`config.mk`:
```
export PLATFORM = sky130hd
export DESIGN_NAME = ex_iter_flat
export DESIGN_NICKNAME = d
export VERILOG_FILES = /design/src/rtl/ex_iter_if.sv /design/src/rtl/ex_iter.sv /design/src/flat_wrapper.sv
export SDC_FILE = /design/constraint.sdc
export NUM_CORES = 1
export LEC_CHECK = 0
export CAP_MARGIN = 20
export CORE_MARGIN = 2
export CORE_UTILIZATION = 58
export DETAILED_ROUTE_END_ITERATION = 8
export DONT_BUFFER_PORTS = 1
export GPL_TIMING_DRIVEN = 0
export PLACE_DENSITY = 0.81
export SKIP_LAST_GASP = 1
export SLEW_MARGIN = 25
export SYNTH_ARGS = -nofsm -noshare
export SYNTH_HDL_FRONTEND = slang
export SYNTH_SLANG_ARGS = --single-unit
```
`constraint.sdc`:
```
create_clock -name clk -period 3.4 [get_ports clk]
set_input_delay 0.34 -clock clk [delete_from_list [all_inputs] [get_ports clk]]
set_output_delay 0.34 -clock clk [all_outputs]
set_load 0.005 [all_outputs]
```
`src/rtl/ex_iter_if.sv`:
```
// Bundle of EX-stage instruction inputs, write-back outputs, ID forward, stall and HI/LO view.
// The slave modport is the EX stage; the master modport is whatever drives it.
interface ex_iter_if #(
    parameter int unsigned DATA_W = 32,
    parameter int unsigned ADDR_W = 5
);
    logic              i_valid;
    logic [7:0]        i_aluop;
    logic [2:0]        i_alusel;
    logic [DATA_W-1:0] i_reg1;
    logic [DATA_W-1:0] i_reg2;
    logic [ADDR_W-1:0] i_waddr;
    logic              i_we;
    logic              i_flush;

    logic              o_valid;
    logic              o_we;
    logic [ADDR_W-1:0] o_waddr;
    logic [DATA_W-1:0] o_wdata;
    logic              o_we_id;
    logic [ADDR_W-1:0] o_waddr_id;
    logic [DATA_W-1:0] o_wdata_id;
    logic              o_stall;
    logic [DATA_W-1:0] o_hi;
    logic [DATA_W-1:0] o_lo;

    modport master (
        output i_valid, i_aluop, i_alusel, i_reg1, i_reg2, i_waddr, i_we, i_flush,
        input  o_valid, o_we, o_waddr, o_wdata, o_we_id, o_waddr_id, o_wdata_id,
        input  o_stall, o_hi, o_lo
    );

    modport slave (
        input  i_valid, i_aluop, i_alusel, i_reg1, i_reg2, i_waddr, i_we, i_flush,
        output o_valid, o_we, o_waddr, o_wdata, o_we_id, o_waddr_id, o_wdata_id,
        output o_stall, o_hi, o_lo
    );
endinterface

```
`src/rtl/ex_iter.sv`:
```
// Execute stage: single-cycle logic/shift/move ops plus an iterative restoring divider
// that owns the HI/LO registers and stalls upstream while it works.
module ex_iter #(
    parameter int unsigned DATA_W = 32,
    parameter int unsigned ADDR_W = 5
) (
    input  logic     clk,
    input  logic     rst_n,
    ex_iter_if.slave bus
);

    localparam int unsigned SH_W  = $clog2(DATA_W);
    localparam int unsigned CNT_W = $clog2(DATA_W + 1);

    localparam logic [7:0] OP_AND  = 8'h24;
    localparam logic [7:0] OP_OR   = 8'h25;
    localparam logic [7:0] OP_XOR  = 8'h26;
    localparam logic [7:0] OP_NOR  = 8'h27;
    localparam logic [7:0] OP_SLL  = 8'h7C;
    localparam logic [7:0] OP_SRL  = 8'h02;
    localparam logic [7:0] OP_SRA  = 8'h03;
    localparam logic [7:0] OP_MFHI = 8'h10;
    localparam logic [7:0] OP_MFLO = 8'h12;
    localparam logic [7:0] OP_DIV  = 8'h1A;
    localparam logic [7:0] OP_DIVU = 8'h1B;

    localparam logic [2:0] SEL_LOGIC = 3'b001;
    localparam logic [2:0] SEL_SHIFT = 3'b010;
    localparam logic [2:0] SEL_MOVE  = 3'b011;

    typedef enum logic [1:0] {StIdle, StBusy, StDone} state_t;

    state_t            r_state;
    logic [CNT_W-1:0]  r_cnt;
    logic [DATA_W-1:0] r_quot;
    logic [DATA_W-1:0] r_rem;
    logic [DATA_W-1:0] r_divisor;
    logic              r_neg_q;
    logic              r_neg_r;
    logic [DATA_W-1:0] r_hi;
    logic [DATA_W-1:0] r_lo;
    logic              r_valid;
    logic              r_we;
    logic [ADDR_W-1:0] r_waddr;
    logic [DATA_W-1:0] r_wdata;

    state_t            w_state_nxt;
    logic [CNT_W-1:0]  w_cnt_nxt;
    logic [DATA_W-1:0] w_quot_nxt;
    logic [DATA_W-1:0] w_rem_nxt;
    logic [DATA_W-1:0] w_divisor_nxt;
    logic              w_neg_q_nxt;
    logic              w_neg_r_nxt;
    logic [DATA_W-1:0] w_hi_nxt;
    logic [DATA_W-1:0] w_lo_nxt;
    logic              w_valid_nxt;
    logic              w_we_nxt;
    logic [ADDR_W-1:0] w_waddr_nxt;
    logic [DATA_W-1:0] w_wdata_nxt;
    logic              w_stall;

    logic [SH_W-1:0]   w_shamt;
    logic [DATA_W-1:0] w_logic_res;
    logic [DATA_W-1:0] w_shift_res;
    logic [DATA_W-1:0] w_move_res;
    logic [DATA_W-1:0] w_result;

    logic              w_is_div;
    logic              w_signed;
    logic              w_sign1;
    logic              w_sign2;
    logic [DATA_W-1:0] w_abs1;
    logic [DATA_W-1:0] w_abs2;
    logic [DATA_W:0]   w_rem_sh;
    logic [DATA_W:0]   w_diff;
    logic              w_fits;
    logic [DATA_W-1:0] w_q_final;
    logic [DATA_W-1:0] w_r_final;

    // Single-cycle result path, also forwarded to ID
    assign w_shamt = bus.i_reg1[SH_W-1:0];

    always_comb begin
        w_logic_res = '0;
        w_shift_res = '0;
        w_move_res  = '0;
        case (bus.i_aluop)
            OP_AND:  w_logic_res = bus.i_reg1 & bus.i_reg2;
            OP_OR:   w_logic_res = bus.i_reg1 | bus.i_reg2;
            OP_XOR:  w_logic_res = bus.i_reg1 ^ bus.i_reg2;
            OP_NOR:  w_logic_res = ~(bus.i_reg1 | bus.i_reg2);
            default: w_logic_res = '0;
        endcase
        case (bus.i_aluop)
            OP_SLL:  w_shift_res = bus.i_reg2 << w_shamt;
            OP_SRL:  w_shift_res = bus.i_reg2 >> w_shamt;
            OP_SRA:  w_shift_res = $signed(bus.i_reg2) >>> w_shamt;
            default: w_shift_res = '0;
        endcase
        case (bus.i_aluop)
            OP_MFHI: w_move_res = r_hi;
            OP_MFLO: w_move_res = r_lo;
            default: w_move_res = '0;
        endcase
        case (bus.i_alusel)
            SEL_LOGIC: w_result = w_logic_res;
            SEL_SHIFT: w_result = w_shift_res;
            SEL_MOVE:  w_result = w_move_res;
            default:   w_result = '0;
        endcase
    end

    // Divider operand conditioning: magnitudes for DIV, raw for DIVU
    assign w_is_div = (bus.i_aluop == OP_DIV) || (bus.i_aluop == OP_DIVU);
    assign w_signed = (bus.i_aluop == OP_DIV);
    assign w_sign1  = w_signed & bus.i_reg1[DATA_W-1];
    assign w_sign2  = w_signed & bus.i_reg2[DATA_W-1];
    assign w_abs1   = w_sign1 ? -bus.i_reg1 : bus.i_reg1;
    assign w_abs2   = w_sign2 ? -bus.i_reg2 : bus.i_reg2;

    // Restoring step: dividend bits shift out of r_quot's MSB as quotient bits shift in
    assign w_rem_sh  = {r_rem, r_quot[DATA_W-1]};
    assign w_diff    = w_rem_sh - {1'b0, r_divisor};
    assign w_fits    = ~w_diff[DATA_W];
    assign w_q_final = r_neg_q ? -r_quot : r_quot;
    assign w_r_final = r_neg_r ? -r_rem : r_rem;

    always_comb begin
        w_state_nxt   = r_state;
        w_cnt_nxt     = r_cnt;
        w_quot_nxt    = r_quot;
        w_rem_nxt     = r_rem;
        w_divisor_nxt = r_divisor;
        w_neg_q_nxt   = r_neg_q;
        w_neg_r_nxt   = r_neg_r;
        w_hi_nxt      = r_hi;
        w_lo_nxt      = r_lo;
        w_valid_nxt   = 1'b0;
        w_we_nxt      = 1'b0;
        w_waddr_nxt   = '0;
        w_wdata_nxt   = '0;
        w_stall       = 1'b0;

        if (bus.i_flush) begin
            w_state_nxt = StIdle;
            w_cnt_nxt   = '0;
        end else begin
            unique case (r_state)
                StIdle: begin
                    if (bus.i_valid && w_is_div) begin
                        w_stall = 1'b1;
                        if (bus.i_reg2 == '0) begin
                            // Divide by zero skips iteration; results are fixed, no sign fixup
                            w_quot_nxt  = '1;
                            w_rem_nxt   = bus.i_reg1;
                            w_neg_q_nxt = 1'b0;
                            w_neg_r_nxt = 1'b0;
                            w_cnt_nxt   = '0;
                            w_state_nxt = StDone;
                        end else begin
                            w_quot_nxt    = w_abs1;
                            w_rem_nxt     = '0;
                            w_divisor_nxt = w_abs2;
                            w_neg_q_nxt   = w_sign1 ^ w_sign2;
                            w_neg_r_nxt   = w_sign1;
                            w_cnt_nxt     = CNT_W'(DATA_W);
                            w_state_nxt   = StBusy;
                        end
                    end else if (bus.i_valid) begin
                        w_valid_nxt = 1'b1;
                        w_we_nxt    = bus.i_we;
                        w_waddr_nxt = bus.i_waddr;
                        w_wdata_nxt = w_result;
                    end
                end
                StBusy: begin
                    w_stall    = 1'b1;
                    w_quot_nxt = {r_quot[DATA_W-2:0], w_fits};
                    w_rem_nxt  = w_fits ? w_diff[DATA_W-1:0] : w_rem_sh[DATA_W-1:0];
                    w_cnt_nxt  = r_cnt - CNT_W'(1);
                    if (r_cnt == CNT_W'(1)) begin
                        w_state_nxt = StDone;
                    end
                end
                StDone: begin
                    // The held divide is still on the inputs this cycle and is ignored
                    w_lo_nxt    = w_q_final;
                    w_hi_nxt    = w_r_final;
                    w_valid_nxt = 1'b1;
                    w_state_nxt = StIdle;
                end
                default: begin
                    w_state_nxt = StIdle;
                end
            endcase
        end
    end

    always_ff @(posedge clk or negedge rst_n) begin
        if (!rst_n) begin
            r_state   <= StIdle;
            r_cnt     <= '0;
            r_quot    <= '0;
            r_rem     <= '0;
            r_divisor <= '0;
            r_neg_q   <= 1'b0;
            r_neg_r   <= 1'b0;
            r_hi      <= '0;
            r_lo      <= '0;
            r_valid   <= 1'b0;
            r_we      <= 1'b0;
            r_waddr   <= '0;
            r_wdata   <= '0;
        end else begin
            r_state   <= w_state_nxt;
            r_cnt     <= w_cnt_nxt;
            r_quot    <= w_quot_nxt;
            r_rem     <= w_rem_nxt;
            r_divisor <= w_divisor_nxt;
            r_neg_q   <= w_neg_q_nxt;
            r_neg_r   <= w_neg_r_nxt;
            r_hi      <= w_hi_nxt;
            r_lo      <= w_lo_nxt;
            r_valid   <= w_valid_nxt;
            r_we      <= w_we_nxt;
            r_waddr   <= w_waddr_nxt;
            r_wdata   <= w_wdata_nxt;
        end
    end

    // Stall is held low while reset is asserted even if a divide sits on the inputs
    assign bus.o_stall    = w_stall & rst_n;
    assign bus.o_we_id    = bus.i_we & bus.i_valid & ~bus.o_stall & (r_state == StIdle);
    assign bus.o_waddr_id = bus.i_waddr;
    assign bus.o_wdata_id = w_result;
    assign bus.o_valid    = r_valid;
    assign bus.o_we       = r_we;
    assign bus.o_waddr    = r_waddr;
    assign bus.o_wdata    = r_wdata;
    assign bus.o_hi       = r_hi;
    assign bus.o_lo       = r_lo;

endmodule

```
`src/flat_wrapper.sv`:
```
// flat-port wrapper written by rule: the top's interface ports become plain ports
module ex_iter_flat 
#(
    parameter int unsigned DATA_W = 32,
    parameter int unsigned ADDR_W = 5
)
  (clk, rst_n, bus_i_valid, bus_i_aluop, bus_i_alusel, bus_i_reg1, bus_i_reg2, bus_i_waddr, bus_i_we, bus_i_flush, bus_o_valid, bus_o_we, bus_o_waddr, bus_o_wdata, bus_o_we_id, bus_o_waddr_id, bus_o_wdata_id, bus_o_stall, bus_o_hi, bus_o_lo);
  ex_iter_if #(.DATA_W(DATA_W), .ADDR_W(ADDR_W)) bus_i ();
  input  logic clk;
  input  logic rst_n;
  input wire logic [$bits(bus_i.i_valid)-1:0] bus_i_valid;
  input wire logic [$bits(bus_i.i_aluop)-1:0] bus_i_aluop;
  input wire logic [$bits(bus_i.i_alusel)-1:0] bus_i_alusel;
  input wire logic [$bits(bus_i.i_reg1)-1:0] bus_i_reg1;
  input wire logic [$bits(bus_i.i_reg2)-1:0] bus_i_reg2;
  input wire logic [$bits(bus_i.i_waddr)-1:0] bus_i_waddr;
  input wire logic [$bits(bus_i.i_we)-1:0] bus_i_we;
  input wire logic [$bits(bus_i.i_flush)-1:0] bus_i_flush;
  output wire logic [$bits(bus_i.o_valid)-1:0] bus_o_valid;
  output wire logic [$bits(bus_i.o_we)-1:0] bus_o_we;
  output wire logic [$bits(bus_i.o_waddr)-1:0] bus_o_waddr;
  output wire logic [$bits(bus_i.o_wdata)-1:0] bus_o_wdata;
  output wire logic [$bits(bus_i.o_we_id)-1:0] bus_o_we_id;
  output wire logic [$bits(bus_i.o_waddr_id)-1:0] bus_o_waddr_id;
  output wire logic [$bits(bus_i.o_wdata_id)-1:0] bus_o_wdata_id;
  output wire logic [$bits(bus_i.o_stall)-1:0] bus_o_stall;
  output wire logic [$bits(bus_i.o_hi)-1:0] bus_o_hi;
  output wire logic [$bits(bus_i.o_lo)-1:0] bus_o_lo;
  assign bus_i.i_valid = bus_i_valid;
  assign bus_i.i_aluop = bus_i_aluop;
  assign bus_i.i_alusel = bus_i_alusel;
  assign bus_i.i_reg1 = bus_i_reg1;
  assign bus_i.i_reg2 = bus_i_reg2;
  assign bus_i.i_waddr = bus_i_waddr;
  assign bus_i.i_we = bus_i_we;
  assign bus_i.i_flush = bus_i_flush;
  assign bus_o_valid = bus_i.o_valid;
  assign bus_o_we = bus_i.o_we;
  assign bus_o_waddr = bus_i.o_waddr;
  assign bus_o_wdata = bus_i.o_wdata;
  assign bus_o_we_id = bus_i.o_we_id;
  assign bus_o_waddr_id = bus_i.o_waddr_id;
  assign bus_o_wdata_id = bus_i.o_wdata_id;
  assign bus_o_stall = bus_i.o_stall;
  assign bus_o_hi = bus_i.o_hi;
  assign bus_o_lo = bus_i.o_lo;
  ex_iter #(.DATA_W(DATA_W), .ADDR_W(ADDR_W)) u_core (.clk(clk), .rst_n(rst_n), .bus(bus_i));
endmodule
```
==> impl_metrics.yaml <==
status:
  status: "finished with violations"
  violations: "negative hold slack, negative setup slack"
die:
  fp.dieW_microns: 185.7
  io_pins: 227
  start_util_pct: 58.83
  dieArea_sq_mm: 0.03447
  core_sq_mm: 0.03254
  die_h_microns: 185.7
  rows: 66
drt:
  met2_length_mm: 35.48
  m1WireLength_mm: 32.64
  first_pass_iters: 8
  drtAntennaViolNets: 0
  wl_mm: 89.82
  route.met3.wl_mm: 15.85
  drc_errors: 0
  drt_iter0_markers: 3383
  via_per_inst: 7.250
  highest_layer: "met5"
  via_count: 20920
  wire_per_inst_microns: 31.13
synthesis:
  synth_edf_count: 0
  synthDistinctLibCells: 77
  ys_ff_latch: 209
  synth_ff_type: "dfrtp_1"
  synth_warnings: 0
  netlist_area_sq_mm: 0.01914
  synth-seq-area-share_pct: 27.32
  syn_inst: 2377
  syn_nets: 2567
  syn_avg_cell_area_sq_um: 8.053
  synthArstFlopShare_pct: 100.0
timing:
  rsz0062_at_grt: "true"
  setup_viol: 6
  finalCritPeriodShare_pct: 101.6
  finClkSkew_ps: 21.99
  hold_viol_final: 209
  max_freq_mhz: 289.5
  slew_viol_final: 0
  holdWs_ps: -511.1
  period_minus_slack_ps: 3454
  slew_headroom_pct: 9.157
  worstMarginPinSlew_ps: 1360
  fin_ws_ps: -53.78
placement:
  detailedPlace.worstSlack_ps: -771.7
  placed_cells: 2819
  place_hpwl_mm: 69.07
  place_congestion: 1.069
  place.port_buffers: 0
worst_setup_path:
  cp.required_ps: 3060
  critPathLaunchType: "primary input"
  end_kind: "output pin"
  path_class: "in2out"
  rr_worst_depth: 9
  cp.arrival_ps: 3110
  crit_fanout: 10
cts:
  clock-sinks: 209
  clk_transition_reported_paths_ps: 60
  cts_buffer_depth: 3
  htreeDepth: 1
  cts_root_buffer: "clkbuf_16"
  cts_buffers: 23
  cts_hold_buffers: 14
  cts_tree: "yes"
  clk_latency_ps: 550
pwr:
  power.leakage_nw: 8.935
  power_frac_seq_pct: 37.5
  peakVddDrop_uv: 326.3
  power.total_w: 0.007419
  switching_share_pct: 34.76
  power_density_mw_per_mm2: 352.5
  power.switching_w: 0.002579
  p_int_w: 0.004840
  comb_power_share_pct: 28.4
  clkPwrFrac_pct: 34.2
cells_and_area:
  fill_cells: 2805
  fin_util_pct: 64.69
  syn_to_final_growth_pct: 9.955
  drive_gt1_share_pct: 10.08
  layout_common_cells: "257 x nor2_1, 223 x a21oi_1, 222 x nand2_1"
  final_nets: 2615
  instances_no_fill: 2885
  final_common_cell: "nor2_1"
job:
  drv_cap: 0
grt:
  track_usage_pct: 51.00
  grt_pass1_vias: 18990
  grt_overflow: 0
  antenna_found_initial: 5
  grt_max_degree: 211
  grt_pass1_wl_mm: 127.5
min_path:
  hold_path_class: "in2async"
[sequential cells by signal, indices dropped and copies added (netlist names), 2 cells and up]
signal	cells
u_core.bus.o_lo	32
u_core.bus.o_hi	32
u_core.bus.o_waddr	5
u_core.bus.o_wdata	32
u_core.r_cnt	6
u_core.r_quot	32
u_core.r_divisor	32
u_core.r_rem	32
u_core.r_state	2
[timing repair]
action | CTS | global route
gates resized for setup | 45 | 62
hold endpoints to repair | 223 | 209
setup endpoints to repair | 65 | 90
pin swaps | 3 | 7
setup buffers | 5 | 8
gates cloned | 1 | 0
[power groups by stage]
stage | clock [W] | sequential [W] | combinational (W)
4_1_cts | 0.00251 | 0.00276 | 0.00192
3_3_place_gp | 0 | 0.00279 | 0.00177
5_1_grt | 0.00261 | 0.00278 | 0.00219
3_5_place_dp | 0 | 0.00280 | 0.00180
6_report | 0.00253 | 0.00278 | 0.00211
2_1_floorplan | 0 | 0.00274 | 0.00125
[kinds of logic (layout without fill, tap and decap cells)]
group	after synthesis	in the layout	share of synthesized area, %
other	0	3	0
and+or+nand+nor	713	713	17.11
buffers and inverters	323	386	6.569
AOI/OAI and AO/OA	717	717	23.18
xor gates and xnor gates	146	146	6.680
adders and majority gates	105	105	6.902
muxes	164	164	12.23
DFF	209	209	27.32
[metrics by stage]
stage               setup TNS (ps)  area [sq um]
global route                -347.2         21040
CTS                              0         20790
detailed placement          -42190         19710
finish                      -114.4         21050
floorplan                        0         19140
global placement            -38940         19700
[critical path: stages]
cell and delay, ps:
buf_2 180, clkbuf_4 280, buf_4 240, mux4_2 360
o21ai_0 570, a211oi_1 230, a21oi_1 200, o21ai_0 220
a221o_1 480
[layout make-up]
class	instances	area [sq um]	area share [%]
Multi-Input combinational cell	1845	12940	61.48
Sequential cell	209	5239	24.89
Buffer	183	799.5	3.799
Clock buffer	33	673.1	3.198
Tap cell	442	553.0	2.628
Inverter	136	510.5	2.425
Timing Repair Buffer	27	242.7	1.153
Clock inverter	7	82.58	0.3923
Antenna cell	3	7.507	0.03567
[synth_stat cells (all sizes together), types with 15 or more instances]
cell type	number	area (sq um)
a211oi	17	127.6
a21oi	226	1131
a22oi	34	255.2
a31oi	22	137.6
and2	39	244.0
and3	21	131.4
buf	46	217.7
clkbuf	141	529.3
dfrtp	209	5230
ha	104	1301
inv	135	506.7
mux2	19	214.0
mux2i	91	910.9
mux4	54	1216
nand2	222	833.3
nand3	31	155.2
nor2	259	982.2
nor3	42	210.2
nor4	15	121.4
o211ai	18	135.1
o21ai	206	1031
o221ai	29	254.0
o22ai	30	187.7
o31ai	35	296.5
or3	25	176.4
xnor2	77	674.4
xor2	69	604.3
[path summary, 6_finish.rpt]
| path | start | to | slack, ps |
|---|---|---|---|
| worst max-delay path | bus_i_reg1[1] | bus_o_wdata_id[13] | -50 |
| worst min register to register | u_core.r_divisor[27] | u_core.r_divisor[27] | 490 |
| worst max register to register | u_core.r_rem[2] | u_core.r_rem[21] | 70 |
| worst min-delay path | rst_n | u_core.bus.o_hi[15] | -510 |
| min in group clk | bus_i_reg1[30] | u_core.r_rem[30] | 10 |
| max in group asynchronous | rst_n | u_core.r_rem[10] | 3650 |
[per-layer routing]
metal  vias up  global-route usage (%)
li1       8620                       -
met4         8                   24.28
met3       425                   24.09
met1      9871                   66.08
met2      1993                   71.25
met5         -                       0
(Power assumes the default switching activity.)
